## config.mk

```make
export PLATFORM = sky130hd
export DESIGN_NAME = io_boot_ctrl
export DESIGN_NICKNAME = d
export VERILOG_FILES = /design/src/rtl/io_boot_pkg.sv /design/src/rtl/io_sync2.sv /design/src/rtl/io_boot_ctrl.sv
export SDC_FILE = /design/constraint.sdc
export NUM_CORES = 1
export LEC_CHECK = 0
export ABC_AREA = 1
export ABC_CLOCK_PERIOD_IN_PS = 3700
export BUFFER_PORTS_ARGS = -buffer_cell sky130_fd_sc_hd__buf_2
export CORE_AREA = 2 2 170 172
export CTS_CLUSTER_DIAMETER = 30
export DETAILED_ROUTE_END_ITERATION = 7
export DIE_AREA = 0 0 172 174
export PLACE_DENSITY = 0.72
export SETUP_SLACK_MARGIN = 0.3
export SYNTH_ARGS = -nofsm -noshare
export SYNTH_HDL_FRONTEND = slang
export SYNTH_SLANG_ARGS = --single-unit
```

## constraint.sdc

```tcl
create_clock -name clk -period 3.7 [get_ports clk]
set_clock_uncertainty 0.2 [all_clocks]
set_input_delay 0.74 -clock clk [delete_from_list [all_inputs] [get_ports clk]]
set_output_delay 0.74 -clock clk [all_outputs]
set_load 0.01 [all_outputs]
```

## src/rtl/io_boot_pkg.sv

```systemverilog
// Shared types and I/O window offsets for the boot/I-O controller.
package io_boot_pkg;

  typedef enum logic [0:0] {
    BOOT_LOAD = 1'b0,
    BOOT_RUN  = 1'b1
  } boot_state_t;

  typedef enum logic [1:0] {
    SRC_RAM  = 2'd0,
    SRC_OUT  = 2'd1,
    SRC_IN   = 2'd2,
    SRC_ZERO = 2'd3
  } rd_src_t;

  localparam logic [31:0] IO_OUT_OFFSET = 32'h0000_0000;
  localparam logic [31:0] IO_IN_OFFSET  = 32'h0000_0040;

endpackage

```

## src/rtl/io_sync2.sv

```systemverilog
// Two-flop synchronizer, parametrised width, synchronous active-low reset to zero.
module io_sync2 #(
  parameter int WIDTH = 1
) (
  input  logic             clk,
  input  logic             rst,
  input  logic [WIDTH-1:0] d,
  output logic [WIDTH-1:0] q
);

  logic [WIDTH-1:0] meta_r;
  logic [WIDTH-1:0] sync_r;

  // Two-stage capture of the asynchronous input bank.
  always_ff @(posedge clk) begin
    if (!rst) begin
      meta_r <= '0;
      sync_r <= '0;
    end else begin
      meta_r <= d;
      sync_r <= meta_r;
    end
  end

  assign q = sync_r;

endmodule

```

## src/rtl/io_boot_ctrl.sv

```systemverilog
// Boot loader + memory-mapped I/O arbiter for the RV32I core.
// Optional IO_BOOT_INSYNC_EN: route inports through io_sync2 (2-cycle lag).
module io_boot_ctrl
  import io_boot_pkg::*;
#(
  parameter int               WIDTH        = 32,
  parameter int               RAM_DEPTH    = 256,
  parameter int               NUM_OUTPORTS = 4,
  parameter int               NUM_INPORTS  = 2,
  parameter logic [WIDTH-1:0] IO_BASE      = WIDTH'(32'h0000_FF00)
) (
  input  logic                              clk,
  input  logic                              rst,
  input  logic                              flash_valid,
  output logic                              flash_ready,
  input  logic [WIDTH-1:0]                  flash_addr,
  input  logic [WIDTH-1:0]                  flash_data,
  input  logic                              flash_last,
  output logic                              core_run,
  output logic                              load_err,
  output logic [$clog2(RAM_DEPTH+1)-1:0]    load_count,
  input  logic [WIDTH-1:0]                  mem_addr,
  input  logic [WIDTH-1:0]                  mem_wdata,
  input  logic                              mem_wren,
  input  logic                              mem_rden,
  output logic [WIDTH-1:0]                  mem_rdata,
  output logic [$clog2(RAM_DEPTH)-1:0]      ram_addr,
  output logic [WIDTH-1:0]                  ram_wdata,
  output logic                              ram_wren,
  input  logic [WIDTH-1:0]                  ram_rdata,
  input  logic [NUM_INPORTS*WIDTH-1:0]      inports,
  output logic [NUM_OUTPORTS*WIDTH-1:0]     outports
);

  localparam int               AW        = $clog2(RAM_DEPTH);
  localparam int               CW        = $clog2(RAM_DEPTH + 1);
  localparam logic [WIDTH-1:0] RAM_BYTES = WIDTH'(RAM_DEPTH * 4);
  localparam logic [WIDTH-1:0] OUT_LO    = WIDTH'(IO_OUT_OFFSET);
  localparam logic [WIDTH-1:0] OUT_END   = WIDTH'(IO_OUT_OFFSET) + WIDTH'(4 * NUM_OUTPORTS);
  localparam logic [WIDTH-1:0] IN_LO     = WIDTH'(IO_IN_OFFSET);
  localparam logic [WIDTH-1:0] IN_END    = WIDTH'(IO_IN_OFFSET) + WIDTH'(4 * NUM_INPORTS);

  boot_state_t      state_r;
  logic             flash_ready_r;
  logic             core_run_r;
  logic             load_err_r;
  logic [CW-1:0]    load_count_r;
  logic [WIDTH-1:0] out_q_r [NUM_OUTPORTS];
  rd_src_t          rd_src_r;
  logic [WIDTH-1:0] rd_data_r;

  logic [NUM_INPORTS*WIDTH-1:0] in_pins_s;
  logic             run_s;
  logic             beat_acc_s;
  logic             beat_ok_s;
  logic             is_ram_s;
  logic [WIDTH-1:0] io_off_s;
  logic             out_hit_s;
  logic             in_hit_s;
  logic [3:0]       out_idx_s;
  logic [3:0]       in_idx_s;
  rd_src_t          src_s;
  logic [WIDTH-1:0] out_rd_s;
  logic [WIDTH-1:0] in_rd_s;

`ifdef IO_BOOT_INSYNC_EN
  io_sync2 #(.WIDTH(NUM_INPORTS * WIDTH)) u_in_sync (
    .clk (clk),
    .rst (rst),
    .d   (inports),
    .q   (in_pins_s)
  );
`else
  assign in_pins_s = inports;
`endif

  // Loader acceptance and core address decode.
  always_comb begin
    run_s      = (state_r == BOOT_RUN);
    beat_acc_s = (state_r == BOOT_LOAD) && flash_valid && flash_ready_r;
    beat_ok_s  = (flash_addr[1:0] == 2'b00) && (flash_addr < RAM_BYTES);
    is_ram_s   = (mem_addr < IO_BASE);
    io_off_s   = mem_addr - IO_BASE;
    // OUT_LO is the window base, so only the upper bound needs testing.
    out_hit_s  = !is_ram_s && (io_off_s[1:0] == 2'b00) && (io_off_s < OUT_END);
    in_hit_s   = !is_ram_s && (io_off_s[1:0] == 2'b00) &&
                 (io_off_s >= IN_LO) && (io_off_s < IN_END);
    out_idx_s  = 4'((io_off_s - OUT_LO) >> 2);
    in_idx_s   = 4'((io_off_s - IN_LO) >> 2);
    if (is_ram_s) begin
      src_s = SRC_RAM;
    end else if (out_hit_s) begin
      src_s = SRC_OUT;
    end else if (in_hit_s) begin
      src_s = SRC_IN;
    end else begin
      src_s = SRC_ZERO;
    end
  end

  // Read-value selection from the port banks.
  always_comb begin
    out_rd_s = '0;
    in_rd_s  = '0;
    for (int i = 0; i < NUM_OUTPORTS; i++) begin
      out_rd_s = (out_idx_s == 4'(i)) ? out_q_r[i] : out_rd_s;
    end
    for (int j = 0; j < NUM_INPORTS; j++) begin
      in_rd_s = (in_idx_s == 4'(j)) ? in_pins_s[j*WIDTH +: WIDTH] : in_rd_s;
    end
  end

  // RAM port owner: loader in LOAD, core in RUN.
  always_comb begin
    if (run_s) begin
      ram_addr  = mem_addr[2 +: AW];
      ram_wdata = mem_wdata;
      ram_wren  = mem_wren && is_ram_s;
    end else begin
      ram_addr  = flash_addr[2 +: AW];
      ram_wdata = flash_data;
      ram_wren  = beat_acc_s && beat_ok_s;
    end
  end

  // Boot FSM with loader bookkeeping.
  always_ff @(posedge clk) begin
    if (!rst) begin
      state_r       <= BOOT_LOAD;
      flash_ready_r <= 1'b1;
      core_run_r    <= 1'b0;
      load_err_r    <= 1'b0;
      load_count_r  <= '0;
    end else begin
      case (state_r)
        BOOT_LOAD: begin
          if (beat_acc_s) begin
            if (beat_ok_s) begin
              if (load_count_r != CW'(RAM_DEPTH)) begin
                load_count_r <= load_count_r + CW'(1);
              end
            end else begin
              load_err_r <= 1'b1;
            end
            if (flash_last) begin
              state_r       <= BOOT_RUN;
              flash_ready_r <= 1'b0;
              core_run_r    <= 1'b1;
            end
          end
        end
        BOOT_RUN: begin
          flash_ready_r <= 1'b0;
          core_run_r    <= 1'b1;
        end
        default: begin
          state_r       <= BOOT_LOAD;
          flash_ready_r <= 1'b1;
          core_run_r    <= 1'b0;
        end
      endcase
    end
  end

  // Output-port stores and the registered load path.
  always_ff @(posedge clk) begin
    if (!rst) begin
      for (int i = 0; i < NUM_OUTPORTS; i++) begin
        out_q_r[i] <= '0;
      end
      rd_src_r  <= SRC_ZERO;
      rd_data_r <= '0;
    end else begin
      for (int i = 0; i < NUM_OUTPORTS; i++) begin
        if (run_s && mem_wren && out_hit_s && (out_idx_s == 4'(i))) begin
          out_q_r[i] <= mem_wdata;
        end
      end
      // Captures pre-store outport value when load and store coincide.
      if (run_s && mem_rden) begin
        rd_src_r <= src_s;
        case (src_s)
          SRC_OUT: rd_data_r <= out_rd_s;
          SRC_IN:  rd_data_r <= in_rd_s;
          default: rd_data_r <= '0;
        endcase
      end
    end
  end

  genvar g;
  generate
    for (g = 0; g < NUM_OUTPORTS; g++) begin : g_pack
      assign outports[g*WIDTH +: WIDTH] = out_q_r[g];
    end
  endgenerate

  assign flash_ready = flash_ready_r;
  assign core_run    = core_run_r;
  assign load_err    = load_err_r;
  assign load_count  = load_count_r;
  // RAM data arrives one cycle after address, aligned with the registered source.
  assign mem_rdata   = (rd_src_r == SRC_RAM) ? ram_rdata : rd_data_r;

endmodule

```

======== Word-level counts from Yosys, hierarchy flattened ========
Memories as Yosys holds them, arrays and structs flattened.
Cells that the tools add are included.
W data, S select, Z words.
operators by class
  add/subtract/negate cells ............... 3
  $lt $le $gt $ge ......................... 5
  eq/ne operators ......................... 9
  multiplexer cells ....................... 40
  bitwise gates (word level) .............. 6
  reductions and logical operators ........ 25
operator list
  cell                      number
  $mux W32                  12
  $pmux W32 S2              1
  $ge A32 B7 Y1 const B     1
  $lt A32 B11 Y1 const B    1
  $lt A32 B16 Y1 const B    1
  $lt A32 B5 Y1 const B     1
  $lt A32 B7 Y1 const B     1
  $sub A32 B16 Y32 const B  1
  $mux W1                   22
  $logic_and A1 B1 Y1       16
  $add A9 B1 Y9 const B     1
  $ne A9 B9 Y1 const B      1
  $eq A4 B1 Y1 const B      2
  $eq A4 B2 Y1 const B      2
  $logic_not A4 Y1          2
  $mux W8                   1
  $logic_not A2 Y1          3
  $sub A6 B1 Y6 const B     1
  $mux W2                   2
  $ne A2 B2 Y1 const B      2
  $or A1 B1 Y1              4
  $pmux W1 S2               2
  $reduce_and A4 Y1         1
  $reduce_and A3 Y1         1
  5 further kinds           6
storage, ports and cells
  register bits after elaboration ......... 47
  RAM bits ................................ 128
  output and inout bits ................... 213
  word-level logic and storage cells ...... 96
  memories kept ........................... 1
memory list
  name     words  width  rd ports  clocked after memory_dff  wr ports  RTL line            RTL
  out_q_r  4      32     4         0                         4         io_boot_ctrl.sv:48  logic [WIDTH-1:0] out_q_r [NUM_OUTPORTS];

======== Longest topological paths before layout ========
  depth in word-level cells ............... 10
  gate-level depth with buffers ........... 15
  mapped depth without buffers ............ 14

======== Worst setup path after synthesis ========
Ideal clock, no wire load.
  kind .................................... input -> register
  start ................................... input port mem_addr[13]
  end ..................................... memory out_q_r[0][0], enable pin
  arrival ................................. 2671 ps
  required time ........................... 3111 ps
  setup slack ............................. 440 ps
  stages .................................. 13
  buffers on the path ..................... 1
  path through ............................ nand2_1 -> nor2_1 -> nand2_2 -> buf_6 -> nand2_4 -> nand3_1 -> nor2_1 -> nand2_1 -> nor2_2 -> nand3_4 -> nor2_8 -> nand2_1 -> nand2_1
RTL lines
  item                RTL line            RTL
  start: declaration  io_boot_ctrl.sv:22  input logic [WIDTH-1:0] mem_addr,
  end: declaration    io_boot_ctrl.sv:48

======== Worst setup path after layout ========
  start ................................... register rd_src_r[1]
  end ..................................... output port mem_rdata[25]
on the way
  cells in the longest elaborated chain, start to end .. 2
RTL lines
  item                      RTL line             RTL
  start: declaration        io_boot_ctrl.sv:49   rd_src_t rd_src_r;
  start signal: assignment  io_boot_ctrl.sv:181  rd_src_r <= src_s;
  $logic_not A2 Y1          io_boot_ctrl.sv:203  assign mem_rdata = (rd_src_r == SRC_RAM) ? ram_rdata : rd_data_r;
  $mux W32                  io_boot_ctrl.sv:203
  end: declaration          io_boot_ctrl.sv:26   output logic [WIDTH-1:0] mem_rdata,
No other way between the ends.

==> impl_metrics.yaml <==
pwr:
  power_switching_uw: 1350
  p_clk_share_pct: 38.8
  ir_drop_uv: 295
  power_frac_seq_pct: 47.0
  pwr-share-comb_pct: 14.2
  total_leakage_power_uw: 0.00622
  p_per_area_nw_per_um2: 361
  p_sw_share_pct: 28.9
  total_power_uw: 4690
  p_int_uw: 3340
setup_path:
  slowest_delay_ns: 0.62
  startpoint_type: "flip-flop"
  cp.arrival_ns: 2.07
  crit_required_ns: 2.76
  worstPathMaxFanout: 45
  critPathTopFamily: "simple AND/OR/NAND/NOR gates"
  r2r_slack_ns: 1.45
  crit_path_end_kind: "output pin"
  crit_type: "reg2out"
  worstPathCellList: "nor2_4, buf_4, nand2_1, o21ai_0, buf_2"
  slowest_stage: "nor2_4"
  critPathBufInv: 2
synth:
  synth_cells: 1266
  ys_types: 32
  synth_xor_area_share_pct: 0.444
  avgSynthCellArea_um2: 7.79
  synthMuxAreaShare_pct: 0
  ys_ff_latch: 175
  synth_top_family_by_area: "simple AND/OR/NAND/NOR gates"
  synth_fp_nets: 1498
  syn_area_um2: 9870
  synth.yosys.seq_area_share_pct: 48.5
  yosys_warnings: 0
  synth-compound-area-share_pct: 9.18
  synthAdderAreaFrac_pct: 0.254
  synth-simple-area-share_pct: 31.9
sta:
  fin_crit_ns: 3.01
  slew_violations: 0
  timing.final.crit_share_pct: 81.4
  finalHoldViolations: 0
  final.setup.worst_slack_ns: 0.688
  fin_setup_tns_ns: 0
  setup_violations: 0
  relSlewSlack_pct: 42.8
  rsz0062_at_grt: "no"
  worst_pin_slew_ns: 0.853
  fmax_ghz: 0.332
cts:
  clock_latency_ns: 0.44
  cts-root-buf: "clkbuf_16"
  hold_buffers: 0
  clockBufferDepth: 2
  cts_num_sinks: 175
  path_clk_slew_ns: 0.08
  cts_tree: "built"
  cts_resized: 0
  htree_levels: 4
  postCtsSetupRepairBufs: 0
  cts_buffers: 17
place:
  dp_slack_ns: 0.341
  port_buffers: 442
  dpl.hpwl_mm: 27.9
  gp_congestion: 0.954
global_routing:
  grt_pass1_wl_mm: 55.9
  grt_usage_pct: 24.6
  grt_max_degree: 80
  overflow: 0
  grt_antenna_before_repair: 1
  grt_pass1_vias: 9857
routing:
  ant_nets: 0
  vias_per_cell: 5.05
  drtIter0Drc: 842
  vias: 10400
  firstDrtPassIters: 5
  drc_errors: 0
  wl_per_cell_um: 18.1
  routed_wl_mm: 37.5
floorplan:
  core_area_um2: 28200
  ios: 443
  die_h_um: 174
  start_util_pct: 34.9
  dieArea_um2: 29900
  die_w_um: 172
  row_count: 62
job:
  cap_violations: 0
cells_and_area:
  post-route-util_pct: 46.1
  area_growth_pct: 31.8
  nets: 1904
  drive_gt1_share_pct: 31.6
  antenna_cells: 0
outcome:
  status: "completed"
min_path:
  hp-class: "reg2reg"
[through the flow]
| step | hold slack, ns | cells | area, um2 |
|---|---|---|---|
| after floorplan | 0.252 | 1266 | 9870 |
| after global placement | 0.238 | 2037 | 12400 |
| after detailed placement | 0.242 | 2037 | 12400 |
| after CTS | 0.258 | 2068 | 13000 |
| after global routing | 0.302 | 2068 | 13000 |
| final | 0.255 | 2068 | 13000 |
[cell usage in the layout (no fill, tap or decap), types with 2 or more instances in the layout]
master and n:
buf_2 442, nand2_1 327, nor2_1 172, inv_1 139, edfxtp_1 128, nand4_1 108
o21ai_0 78, nand3_1 58, dfxtp_1 47, a21oi_1 44, a22o_1 32, buf_4 18
clkbuf_16 17, nor2_2 11, inv_2 6, inv_8 6, nand2_2 5, nand3_4 5
buf_12 5, nor2_4 4, nor3_1 4, xor2_1 3, nor4_1 2, clkinv_1 2
xnor2_1 2, a22oi_1 2, ha_1 2, inv_6 2, clkinv_4 2, inv_12 2
[cell type report]
| type | count | area, um2 |
|---|---|---|
| fillers | 2898 | 15200 |
| flip-flops and latches | 175 | 4780 |
| multi-input cells | 866 | 4160 |
| repair buffers | 465 | 2450 |
| inverters | 147 | 552 |
| well taps | 384 | 480 |
| clock buffers | 17 | 425 |
| clock inverters | 14 | 159 |
[registers in the layout (all words and copies together) (netlist names)]
register     cells
core_run         1
rd_src_r         2
rd_data_r       32
load_count       9
flash_ready      1
run_s            1
load_err         1
out_q_r        128
[routing by layer]
| layer | vias up | global-route usage, % | routed length, um |
|---|---|---|---|
| li1 | 5037 | - | - |
| met5 | - | 0 | 16 |
| met3 | 52 | 4.44 | 2970 |
| met4 | 2 | 6.34 | 690 |
| met2 | 503 | 41.2 | 17700 |
| met1 | 4847 | 32.8 | 16100 |
[worst reg2reg max path: cells and delay by family (launching register included)]
kind	cells	cell delay, ns
AOI/OAI and AO/OA	1	0.06
and+or+nand+nor	4	0.81
buffers and inverters	4	0.67
DFF	1	0.40
[power groups by stage]
stage	Sequential [uW]	Combinational, uW	Clock, uW
after floorplan	2270	277	0
after global placement	2250	656	0
after detailed placement	2250	663	0
after CTS	2210	666	1840
after global routing	2210	730	1920
final	2210	665	1820
[cell usage after synthesis (all sizes together)]
| cell type | count | area [um2] |
|---|---|---|
| buf | 37 | 259 |
| nor3 | 6 | 35.0 |
| a22o | 32 | 280 |
| and3 | 1 | 6.26 |
| xnor2 | 2 | 17.5 |
| nor4 | 2 | 12.5 |
| o21ai | 78 | 390 |
| xor2 | 3 | 26.3 |
| clkinv | 3 | 11.3 |
| dfxtp | 47 | 941 |
| clkbuf | 41 | 154 |
| nand2 | 333 | 1260 |
| nor2 | 188 | 762 |
| inv | 144 | 541 |
| a22oi | 2 | 15.0 |
| ha | 2 | 25.0 |
| or2 | 1 | 6.26 |
| edfxtp | 128 | 3840 |
| nor3b | 1 | 7.51 |
| nand3 | 63 | 378 |
| nand4 | 108 | 676 |
| a21oi | 44 | 220 |
[final timing paths]
path / startpoint / to / depth (start not counted)
max: rd_src_r[1]$_SDFFE_PN1P_ / mem_rdata[25] / 5
min: core_run$_SDFFE_PN0P_ / core_run$_SDFFE_PN0P_ / 2
max reg2reg: run_s$_SDFF_PN0_ / load_count[6]$_SDFFE_PN0P_ / 9
min reg2reg: core_run$_SDFFE_PN0P_ / core_run$_SDFFE_PN0P_ / 2
[logic make-up (layout without fill, tap and decap cells)]
kind of cell,count (synthesis),count (layout)
and+or+nand+nor,703,703
buffers and inverters,225,643
DFF,175,175
AOI/OAI and AO/OA,156,156
xor gates and xnor gates,5,5
adders and majority gates,2,2
Note: power is estimated with default switching activity, not from simulation.
